**src/rtl/idma_burst_arbiter_if.sv**
```systemverilog
// Frontend/backend burst handshake bundle for idma_burst_arbiter.
// The arbiter uses the slave view; the environment (frontends + backend) uses master.
interface idma_burst_arbiter_if #(
    parameter int unsigned NumReq      = 4,
    parameter type         burst_req_t = logic
);
    burst_req_t              req_burst [NumReq];
    logic [NumReq-1:0]       req_valid;
    logic [NumReq-1:0]       req_ready;
    logic [NumReq-1:0]       req_complete;
    burst_req_t              burst_req;
    logic                    valid;
    logic                    ready;
    logic                    trans_complete;

    modport slave (
        input  req_burst, req_valid, ready, trans_complete,
        output req_ready, req_complete, burst_req, valid
    );

    modport master (
        output req_burst, req_valid, ready, trans_complete,
        input  req_ready, req_complete, burst_req, valid
    );
endinterface

```
**src/rtl/idma_burst_arbiter.sv**
```systemverilog
// Round-robin arbiter sharing one iDMA backend between NumReq frontends, with an
// in-order FIFO routing each backend completion back to its issuing frontend.
module idma_burst_arbiter #(
    parameter int unsigned NumReq         = 4,
    parameter int unsigned MaxOutstanding = 8
) (
    input  logic                              clk_i,
    input  logic                              rst_ni,
    idma_burst_arbiter_if.slave               bus,
    input  logic                              backend_idle_i,
    output logic                              idle_o,
    output logic [$clog2(MaxOutstanding):0]   outstanding_o,
    output logic                              spurious_o
);
    localparam int unsigned IdxW = (NumReq > 1) ? $clog2(NumReq) : 1;
    localparam int unsigned PtrW = $clog2(MaxOutstanding);
    localparam int unsigned CntW = PtrW + 1;
    localparam logic [CntW-1:0] FullCnt = CntW'(MaxOutstanding);
    localparam logic [IdxW-1:0] LastIdx = IdxW'(NumReq - 1);

    typedef enum logic {UNLOCKED, LOCKED} state_e;

    state_e          state_q, state_d;
    logic [IdxW-1:0] locked_q, locked_d;
    logic [IdxW-1:0] prio_q, prio_d;
    logic [IdxW-1:0] fifo_q [MaxOutstanding];
    logic [PtrW-1:0] rd_ptr_q, rd_ptr_d;
    logic [PtrW-1:0] wr_ptr_q, wr_ptr_d;
    logic [CntW-1:0] count_q, count_d;
    logic            spurious_q, spurious_d;

    logic            found;
    logic [IdxW-1:0] grant;
    logic [IdxW-1:0] cand;
    int unsigned     idx;
    logic            push;
    logic            pop;

    always_comb begin
        found = 1'b0;
        grant = '0;
        cand  = '0;
        idx   = 0;
        if (state_q == LOCKED) begin
            found = 1'b1;
            grant = locked_q;
        end else begin
            for (int unsigned i = 0; i < NumReq; i++) begin
                idx  = (32'(prio_q) + i) % NumReq;
                cand = IdxW'(idx);
                if (!found && bus.req_valid[cand]) begin
                    found = 1'b1;
                    grant = cand;
                end
            end
        end
    end

    // Outputs are forced low while in reset, even before the first clock edge clears state.
    always_comb begin
        bus.valid        = rst_ni & found & bus.req_valid[grant] & (count_q < FullCnt);
        bus.burst_req    = rst_ni ? bus.req_burst[grant] : '0;
        push             = bus.valid & bus.ready;
        pop              = rst_ni & bus.trans_complete & (count_q != '0);
        bus.req_ready    = '0;
        bus.req_complete = '0;
        if (push) bus.req_ready[grant] = 1'b1;
        if (pop)  bus.req_complete[fifo_q[rd_ptr_q]] = 1'b1;
    end

    always_comb begin
        state_d    = state_q;
        locked_d   = locked_q;
        prio_d     = prio_q;
        rd_ptr_d   = rd_ptr_q;
        wr_ptr_d   = wr_ptr_q;
        count_d    = count_q;
        spurious_d = spurious_q | (bus.trans_complete & (count_q == '0));

        case (state_q)
            UNLOCKED: if (bus.valid && !bus.ready) begin
                state_d  = LOCKED;
                locked_d = grant;
            end
            LOCKED:   if (push) state_d = UNLOCKED;
            default:  state_d = UNLOCKED;
        endcase

        if (push) begin
            prio_d   = (grant == LastIdx) ? '0 : grant + IdxW'(1);
            wr_ptr_d = wr_ptr_q + PtrW'(1);
        end
        if (pop) rd_ptr_d = rd_ptr_q + PtrW'(1);

        case ({push, pop})
            2'b10:   count_d = count_q + CntW'(1);
            2'b01:   count_d = count_q - CntW'(1);
            default: count_d = count_q;
        endcase
    end

    always_ff @(posedge clk_i) begin
        if (!rst_ni) begin
            state_q    <= UNLOCKED;
            locked_q   <= '0;
            prio_q     <= '0;
            rd_ptr_q   <= '0;
            wr_ptr_q   <= '0;
            count_q    <= '0;
            spurious_q <= 1'b0;
        end else begin
            state_q    <= state_d;
            locked_q   <= locked_d;
            prio_q     <= prio_d;
            rd_ptr_q   <= rd_ptr_d;
            wr_ptr_q   <= wr_ptr_d;
            count_q    <= count_d;
            spurious_q <= spurious_d;
        end
    end

    // Storage needs no reset: entries are only read behind a non-zero count.
    always_ff @(posedge clk_i) begin
        if (rst_ni && push) fifo_q[wr_ptr_q] <= grant;
    end

    assign outstanding_o = count_q;
    assign spurious_o    = spurious_q;
    assign idle_o        = (count_q == '0) & backend_idle_i & ~(|bus.req_valid) &
                           (state_q == UNLOCKED);
endmodule

```
**src/flat_wrapper.sv**
```systemverilog
// flat-port wrapper written by rule: the top's interface ports become plain ports
module idma_burst_arbiter_flat 
#(
    parameter int unsigned NumReq         = 4,
    parameter int unsigned MaxOutstanding = 8
)
  (clk_i, rst_ni, backend_idle_i, idle_o, outstanding_o, spurious_o, bus_req_burst, bus_req_valid, bus_ready, bus_trans_complete, bus_req_ready, bus_req_complete, bus_burst_req, bus_valid);
  idma_burst_arbiter_if #(.NumReq(NumReq), .burst_req_t(logic [7:0])) bus_i ();
  input  logic clk_i;
  input  logic rst_ni;
  input  logic backend_idle_i;
  output logic idle_o;
  output logic [$clog2(MaxOutstanding):0] outstanding_o;
  output logic spurious_o;
  input wire logic [$bits(bus_i.req_burst)-1:0] bus_req_burst;
  input wire logic [$bits(bus_i.req_valid)-1:0] bus_req_valid;
  input wire logic [$bits(bus_i.ready)-1:0] bus_ready;
  input wire logic [$bits(bus_i.trans_complete)-1:0] bus_trans_complete;
  output wire logic [$bits(bus_i.req_ready)-1:0] bus_req_ready;
  output wire logic [$bits(bus_i.req_complete)-1:0] bus_req_complete;
  output wire logic [$bits(bus_i.burst_req)-1:0] bus_burst_req;
  output wire logic [$bits(bus_i.valid)-1:0] bus_valid;
  assign bus_i.req_burst = {>>{bus_req_burst}};
  assign bus_i.req_valid = bus_req_valid;
  assign bus_i.ready = bus_ready;
  assign bus_i.trans_complete = bus_trans_complete;
  assign bus_req_ready = bus_i.req_ready;
  assign bus_req_complete = bus_i.req_complete;
  assign bus_burst_req = bus_i.burst_req;
  assign bus_valid = bus_i.valid;
  idma_burst_arbiter #(.NumReq(NumReq), .MaxOutstanding(MaxOutstanding)) u_core (.clk_i(clk_i), .rst_ni(rst_ni), .bus(bus_i), .backend_idle_i(backend_idle_i), .idle_o(idle_o), .outstanding_o(outstanding_o), .spurious_o(spurious_o));
endmodule
```
**config.mk**
```make
export PLATFORM = sky130hd
export DESIGN_NAME = idma_burst_arbiter_flat
export DESIGN_NICKNAME = d
export VERILOG_FILES = /design/src/rtl/idma_burst_arbiter_if.sv /design/src/rtl/idma_burst_arbiter.sv /design/src/flat_wrapper.sv
export SDC_FILE = /design/constraint.sdc
export NUM_CORES = 1
export LEC_CHECK = 0
export BUFFER_PORTS_ARGS = -buffer_cell sky130_fd_sc_hd__buf_2
export CORE_UTILIZATION = 51
export DETAILED_ROUTE_END_ITERATION = 8
export PLACE_DENSITY = 0.78
export RECOVER_POWER = 25
export SETUP_SLACK_MARGIN = 0.5
export SYNTH_ARGS = -nofsm -noshare
export SYNTH_HDL_FRONTEND = slang
export SYNTH_SLANG_ARGS = --single-unit
```
**constraint.sdc**
```tcl
create_clock -name clk_i -period 3.31 [get_ports clk_i]
set_input_delay 0.4965 -clock clk_i [delete_from_list [all_inputs] [get_ports clk_i]]
set_output_delay 0.4965 -clock clk_i [all_outputs]
set_load 0.01 [all_outputs]
```
# --- Word-level counts from Yosys, hierarchy flattened ---
# Memory sizes are Yosys's and may differ from the RTL's. A register that Yosys moved wholly into a read port is not among the register bits.
# Index checks and enable logic that the tools add are counted.
classes:
  bitwise_logic: 14
  n_mux: 42
  eq_ne: 3
  addsub: 8
  order_cmp: 10
  n_reduce_logical: 16
op_table:
  columns: ["operator", "n"]
  rows:
  - ["2-to-1 mux 8 bit", 3]
  - ["2-to-1 mux 1 bit", 19]
  - ["less-than comparator 2 x 3 -> 1 bit, second input constant", 6]
  - ["binary-select mux 8 bit (select 2 bit)", 1]
  - ["2-to-1 mux 2 bit", 6]
  - ["AND 1 bit", 10]
  - ["binary-select mux 1 bit (select 2 bit)", 5]
  - ["2-to-1 mux 4 bit", 2]
  - ["case mux 4 bit (2 select lines)", 1]
  - ["logical AND 1 bit", 7]
  - ["adder 3 x 1 -> 3 bit, second input constant", 2]
  - ["2-to-1 mux 3 bit", 2]
  - ["adder 2 x 1 -> 2 bit, second input constant", 2]
  - ["adder 2 bit, second input constant", 2]
  - ["adder 4 x 1 -> 4 bit, second input constant", 1]
  - ["demux 1 bit (select 2 bit)", 2]
  - ["== test 2 bit, second input constant", 2]
  - [">= comparator 2 x 1 -> 1 bit, second input constant", 2]
  - ["zero test 1 bit", 4]
  - ["zero test 4 bit", 1]
  - ["less-than comparator 4 bit, second input constant", 1]
  - ["nonzero test 4 bit", 1]
  - ["OR reduction 4 bit", 1]
  - ["subtractor 4 x 1 -> 4 bit, second input constant", 1]
  - ["other kinds (8)", 9]
word_totals:
  mem_count: 1
  ff_bits: 16
  input_bits: 41
  mem_bits_rw: 16
  elab_cells: 101
memory_table:
  columns: ["name", "depth", "word_bits", "read_ports", "rd_clocked_by_memory_dff", "wr", "line_no", "rtl"]
  rows:
  - ["u_core.fifo_q", 8, 2, 1, 1, 1, "idma_burst_arbiter.sv:26", "logic [IdxW-1:0] fifo_q [MaxOutstanding];"]

# --- Longest topological paths before layout ---
logic_depth:
  depth_word: 24
  ltp_mapped: 13
  depth_no_buf: 13

# --- Least setup slack after synthesis ---
# OpenSTA, ideal clock, no wires.
synth_path:
  path_kind: "input to register"
  startpoint: "input port bus_req_valid[0]"
  endpoint: "register u_core.count_q[2], in the netlist u_core.outstanding_o[2]"
  path_buffers: 0
  path_slack_ns: 0.518
  cell_stages: 13
  arrival_ns: 2.722
  setup_ns: 0.071
  t_required_ns: 3.239
  path_cell_list: "nor2b_4 > o21ba_2 > nor3_1 > a2bb2oi_1 > nor2_2 > inv_2 > ha_1 > xor2_1 > ha_1 > a21oi_1 > xor2_1 > or3_1 > a21oi_1"
synth_via:
  elab_chain_cells: 23
  elab_cells_between_ends: 37
  classes_between: "eq/ne (2); mux (24); bitwise (4); reduce/logical (7)"
synth_lines:
  columns: ["item", "line_no", "rtl"]
  rows:
  - ["start, declared", "flat_wrapper.sv:16", "input wire logic [$bits(bus_i.req_valid)-1:0] bus_req_valid;"]
  - ["binary-select mux 1 bit (select 2 bit)", "idma_burst_arbiter.sv:51", "if (!found && bus.req_valid[cand]) begin"]
  - ["2-to-1 mux 1 bit (implied by the code)", "idma_burst_arbiter.sv:51", null]
  - ["2-to-1 mux 1 bit", "idma_burst_arbiter.sv:51", null]
  - ["2-to-1 mux 1 bit", "idma_burst_arbiter.sv:44", "if (state_q == LOCKED) begin"]
  - ["zero test 1 bit", "idma_burst_arbiter.sv:51", null]
  - ["logical AND 1 bit", "idma_burst_arbiter.sv:51", null]
  - ["2-to-1 mux 1 bit", "idma_burst_arbiter.sv:51", null]
  - ["2-to-1 mux 1 bit", "idma_burst_arbiter.sv:44", null]
  - ["(+6 left out)", null, null]
  - ["2-to-1 mux 2 bit", "idma_burst_arbiter.sv:51", null]
  - ["2-to-1 mux 2 bit", "idma_burst_arbiter.sv:44", null]
  - ["binary-select mux 1 bit (select 2 bit)", "idma_burst_arbiter.sv:61", "bus.valid = rst_ni & found & bus.req_valid[grant] & (count_q < FullCnt);"]
  - ["2-to-1 mux 1 bit (implied by the code)", "idma_burst_arbiter.sv:61", null]
  - ["AND 1 bit * (2 in a row)", "idma_burst_arbiter.sv:61", null]
  - ["AND 1 bit *", "idma_burst_arbiter.sv:63", "push = bus.valid & bus.ready;"]
  - ["== test 2 x 1 -> 1 bit or == test 2 bit (tied branches)", "idma_burst_arbiter.sv:95", "case ({push, pop})"]
  - ["case mux 4 bit (2 select lines) or nonzero test 2 bit (tied branches)", null, null]
  - ["end signal, assigned", "idma_burst_arbiter.sv:117", "count_q <= count_d;"]
  - ["end, declared", "idma_burst_arbiter.sv:29", "logic [CntW-1:0] count_q, count_d;"]
# Mark *: on every way between the ends. The rest lies on a longest branch, timed or not. The select of a mux whose other input is x is not followed.
# A chain may end at the register's enable or synchronous reset.

# --- Worst setup path in the final report ---
layout_path:
  startpoint: "input port bus_req_valid[0]"
  endpoint: "output port bus_req_ready[1]"
layout_via:
  elab_chain_cells: 22
  elab_cells_between_ends: 39
  classes_between: "order compare (2); mux (26); bitwise (4); reduce/logical (7)"
layout_lines:
  columns: ["item", "line_no", "rtl"]
  rows:
  - ["binary-select mux 1 bit (select 2 bit)", "idma_burst_arbiter.sv:51", null]
  - ["2-to-1 mux 1 bit (implied by the code)", "idma_burst_arbiter.sv:51", null]
  - ["2-to-1 mux 1 bit", "idma_burst_arbiter.sv:51", null]
  - ["2-to-1 mux 1 bit", "idma_burst_arbiter.sv:44", null]
  - ["zero test 1 bit", "idma_burst_arbiter.sv:51", null]
  - ["logical AND 1 bit", "idma_burst_arbiter.sv:51", null]
  - ["2-to-1 mux 1 bit", "idma_burst_arbiter.sv:51", null]
  - ["2-to-1 mux 1 bit", "idma_burst_arbiter.sv:44", null]
  - ["(+6 left out)", null, null]
  - ["2-to-1 mux 2 bit *", "idma_burst_arbiter.sv:51", null]
  - ["2-to-1 mux 2 bit *", "idma_burst_arbiter.sv:44", null]
  - ["named net u_core.grant[0]", "idma_burst_arbiter.sv:33", "logic [IdxW-1:0] grant;"]
  - ["binary-select mux 1 bit (select 2 bit)", "idma_burst_arbiter.sv:61", null]
  - ["2-to-1 mux 1 bit (implied by the code)", "idma_burst_arbiter.sv:61", null]
  - ["AND 1 bit (2 in a row)", "idma_burst_arbiter.sv:61", null]
  - ["AND 1 bit", "idma_burst_arbiter.sv:63", null]
  - ["2-to-1 mux 4 bit *", "idma_burst_arbiter.sv:67", "if (push) bus.req_ready[grant] = 1'b1;"]
  - ["end, declared", "flat_wrapper.sv:19", "output wire logic [$bits(bus_i.req_ready)-1:0] bus_req_ready;"]
# Mark *: on every way through the listed nets, which the timed path passes. The rest lies on a longest branch. The select of a mux whose other input is x is not followed.

==> results.txt <==
Once the floorplan was initialized, standard cells occupied 54.3% of the core. The area of all placed cells without fillers is 0.00262 mm^2. Dividing the detail-routed wire length by the instance count gives 14.9 um. The count of synthesis-stage warnings from yosys came out at 0. The primary flip-flop cell chosen by synthesis mapping is dfxtp_1. The core footprint is 0.00374 mm^2. The peak supply drop is 0.162 mV. The number of placed cells counting well taps came out at 300. The number of enable flip-flop cells after synthesis is 16.

The count of hold buffers inserted by post-cts repair came out at 0. In the layout the commonest cells are 58 x buf_2, 18 x nor2_1, 16 x nand2_1, 16 x edfxtp_1, 15 x dfxtp_1. The number of failing setup endpoints in the final timing report came out at 0. The areal power density over the cells came out at 419 mW/mm^2.

The layout net count is 313. The worst reg2reg path depth came out at 14. The detail route stage leaves a number of antenna-violating nets equal to 0. The run finished with clean final reports. The mean instance size in the synthesized netlist is 10.8 um^2. The area fraction in compound gates after synthesis came out at 7.08%. The static leakage power came out at 1.10 nW. The area fraction in and, or, nand and nor cells after synthesis is 20.5%.

The worst pin sits at a relative slew slack of 62.3%. The cell that appears most often on the critical path is buf_2. The detailed-route vias per instance is 5.55. Summed over all nets, the half-perimeter wirelength after detailed placement is 3440 um. The DRC marker count from the first detailed-route iteration is 64. Traced cell by cell, the critical path runs through buf_2 -> nor2b_4 -> nor3_2 -> a21oi_1 -> o31a_1 -> clkbuf_4 -> clkinvlp_2 -> ha_1 -> and2_1 -> buf_2. The routed wire length came out at 4650 um. The TritonCTS clock tree is done. Clock-pin slew was measured on the worst setup and hold paths at 0.06 ns.

Tracing the worst setup path back leads to its startpoint at bus_req_valid[0]. In this run the worst path has a maximum fanout of 11. The max-slew violation total from the final report came out at 0.

The count of buffers added on input and output ports is 63. The number of clock sinks seen by CTS came out at 35. Summing every instance area after synthesis gives 0.00203 mm^2. Subtracting the final worst setup slack from the clock period gives 2.90 ns. In this run the vertical extent of the chip is 65.1 um.

The arrival time at the worst endpoint is 2.40 ns. The buffer cell driving the clock tree root is clkbuf_8. The timing-limited maximum frequency is 345 MHz. The cell with the biggest individual delay on the critical path is ha_1. The post-synthesis to final-layout area growth is 28.6%. The synthesized netlist net count came out at 238. The share of async-settable or async-resettable flops after synthesis came out at 0%. The fraction of the cycle the final worst path needs is 87.6%. The synthesized-area fraction occupied by xor and xnor cells is 2.58%. The post-route DRC violation count is 0. On the final layout, the worst clock skew is 0.00610 ns.

The startpoint of the worst hold path is bus_trans_complete. The total of flip-flops plus latches after synthesis came out at 35. The fraction of final layout cells sized beyond drive strength 1 came out at 40.2%.

At the later pin of the worst-skew pair, clock insertion delay measures 0.28 ns. In the final timing run, aggregate negative setup slack is 0 ns. The initial antenna violation count is 0. The maximum number of pins on one net before global-route repair is 19. Synthesis produced a netlist whose cell count is 188. The placement row count came out at 22. The data required time of the critical path is 2.81 ns.

The worst setup slack before clock tree synthesis came out at 0.134 ns. The worst hold path belongs to the class in2reg. The sequential area share after synthesis is 42.3%. The global placement routability congestion is 0.906. The total number of H-tree levels is 2. No sink is reached through more buffers than the 2 on the longest clock path.

The number of primary I/O pins is 64. The total global routing track utilization is 23.7%. The final number of hold-violating endpoints is 0. The leading cell type in the layout, fill and taps excluded is buf_2.

The die area is 0.00424 mm^2. Summing the areas of all fa, ha and maj instances in the mapped netlist gives 5.54% of the synthesized area. Setup repair after global routing could not meet its margin everywhere.

The worst path setup slack after routing came out at 0.412 ns. Summing over every cut layer, the via total after detailed routing is 1731. After global routing the overflow that remains totals 0. The number of CTS-inserted buffers came out at 5. The first detailed-routing pass ran for 4 iterations. The post-layout instance count excluding filler cells came out at 312.

The max-cap violation count is 0. The nature of the critical path endpoint is an output pin. The first global-routing pass estimated 7370 um of wire. The number of antenna repair diodes is 0.

On the worst path, the slowest cell contributes a delay of 0.33 ns. The actual slew at the worst max-slew pin came out at 0.560 ns. The worst setup path category is in2out. The unique cell type count in the Yosys netlist is 42. The number of instances on the worst hold path came out at 3. Of the post-synthesis cell area, the part taken by muxes is 19.1%.

The via count of the first global-routing pass came out at 1622. The startpoint identified for the worst register-to-register timing path is u_core.prio_q[0]$_SDFFE_PN0P_. The combinational family with the most area after synthesis is simple AND/OR/NAND/NOR gates. The worst setup path is launched from an input port. In this run the horizontal extent of the chip is 65.1 um. The post-placement cell area is 0.00243 mm^2.
-- critical path, delay by kind of cell --
kind / cells / cell delay [ns]
AND/OR/NAND/NOR: 3 / 0.40
buffers and inverters: 4 / 0.78
adder cells (fa/ha/maj): 1 / 0.33
AO/OA/AOI/OAI: 2 / 0.39
-- cell usage after synthesis, types with 2 or more instances --
master / instances / area [um^2]
a211oi_1: 2 / 15.0
a21oi_1: 8 / 40.0
and2_1: 12 / 75.1
buf_2: 2 / 10.0
clkbuf_1: 4 / 15.0
dfxtp_1: 19 / 380
edfxtp_1: 16 / 480
ha_1: 9 / 113
inv_1: 5 / 18.8
mux2_2: 3 / 33.8
mux2i_1: 8 / 80.1
mux4_2: 11 / 248
nand2_1: 16 / 60.1
nand2b_1: 2 / 12.5
nand3_1: 2 / 10.0
nand3b_1: 4 / 30.0
nor2_1: 18 / 67.6
nor3_1: 10 / 50.1
nor4_1: 4 / 25.0
o21ai_0: 6 / 30.0
or3_1: 2 / 12.5
xnor2_1: 2 / 17.5
xor2_1: 4 / 35.0
-- kinds of logic after synthesis --
family          after synthesis
mux                          23
fa+ha+maj                     9
buf+inv                      13
flops                        35
simple gates                 79
compound gates               23
xor+xnor                      6
-- path summary, 6_finish.rpt --
check | to | slack (ns)
setup / recovery | bus_req_ready[1] | 0.41
hold / removal | u_core.spurious_o$_SDFF_PN0_ | 0.46
setup reg to reg | u_core.outstanding_o[2]$_SDFFE_PN0P_ | 0.51
hold reg to reg | u_core.spurious_o$_SDFF_PN0_ | 0.48
-- power breakdown --
group          leakage, nW  internal (mW)  switching, mW  total, mW
logic                0.755          0.157          0.149      0.305
clock network       0.0403          0.143          0.142      0.285
registers            0.303          0.477         0.0271      0.504
-- final cells by class --
class	count	area (um^2)
clock buffers	6	72.6
fillers	302	1130
repair buffers	75	412
inverters	6	23.8
clock inverters	2	7.51
well taps	48	60.1
multi-input cells	140	1170
flip-flops and latches	35	868
-- routing by layer --
metal	global-route usage (%)	vias up	wire [um]
met5	0	-	0
met4	9.51	0	68
met3	7.12	6	323
met2	41.7	76	2450
met1	26.7	811	1810
li1	-	838	-
-- per-stage QoR --
step           hold WS [ns]  total power [mW]  util (%)
2_1_floorplan         0.463             0.690         -
6_report              0.460              1.09      69.9
5_1_grt               0.465              1.15      69.9
3_5_place_dp          0.464             0.787      65.0
3_3_place_gp          0.452             0.781      65.0
4_1_cts               0.449              1.08      67.9
-- timing repair --
item / CTS / global route
buffers inserted: 2 / 2
setup endpoints to repair: 12 / 11
cloned: 0 / 0
pin swaps: 1 / 3
gates resized for setup: 4 / 19
Note: power is estimated with default switching activity, not from simulation.
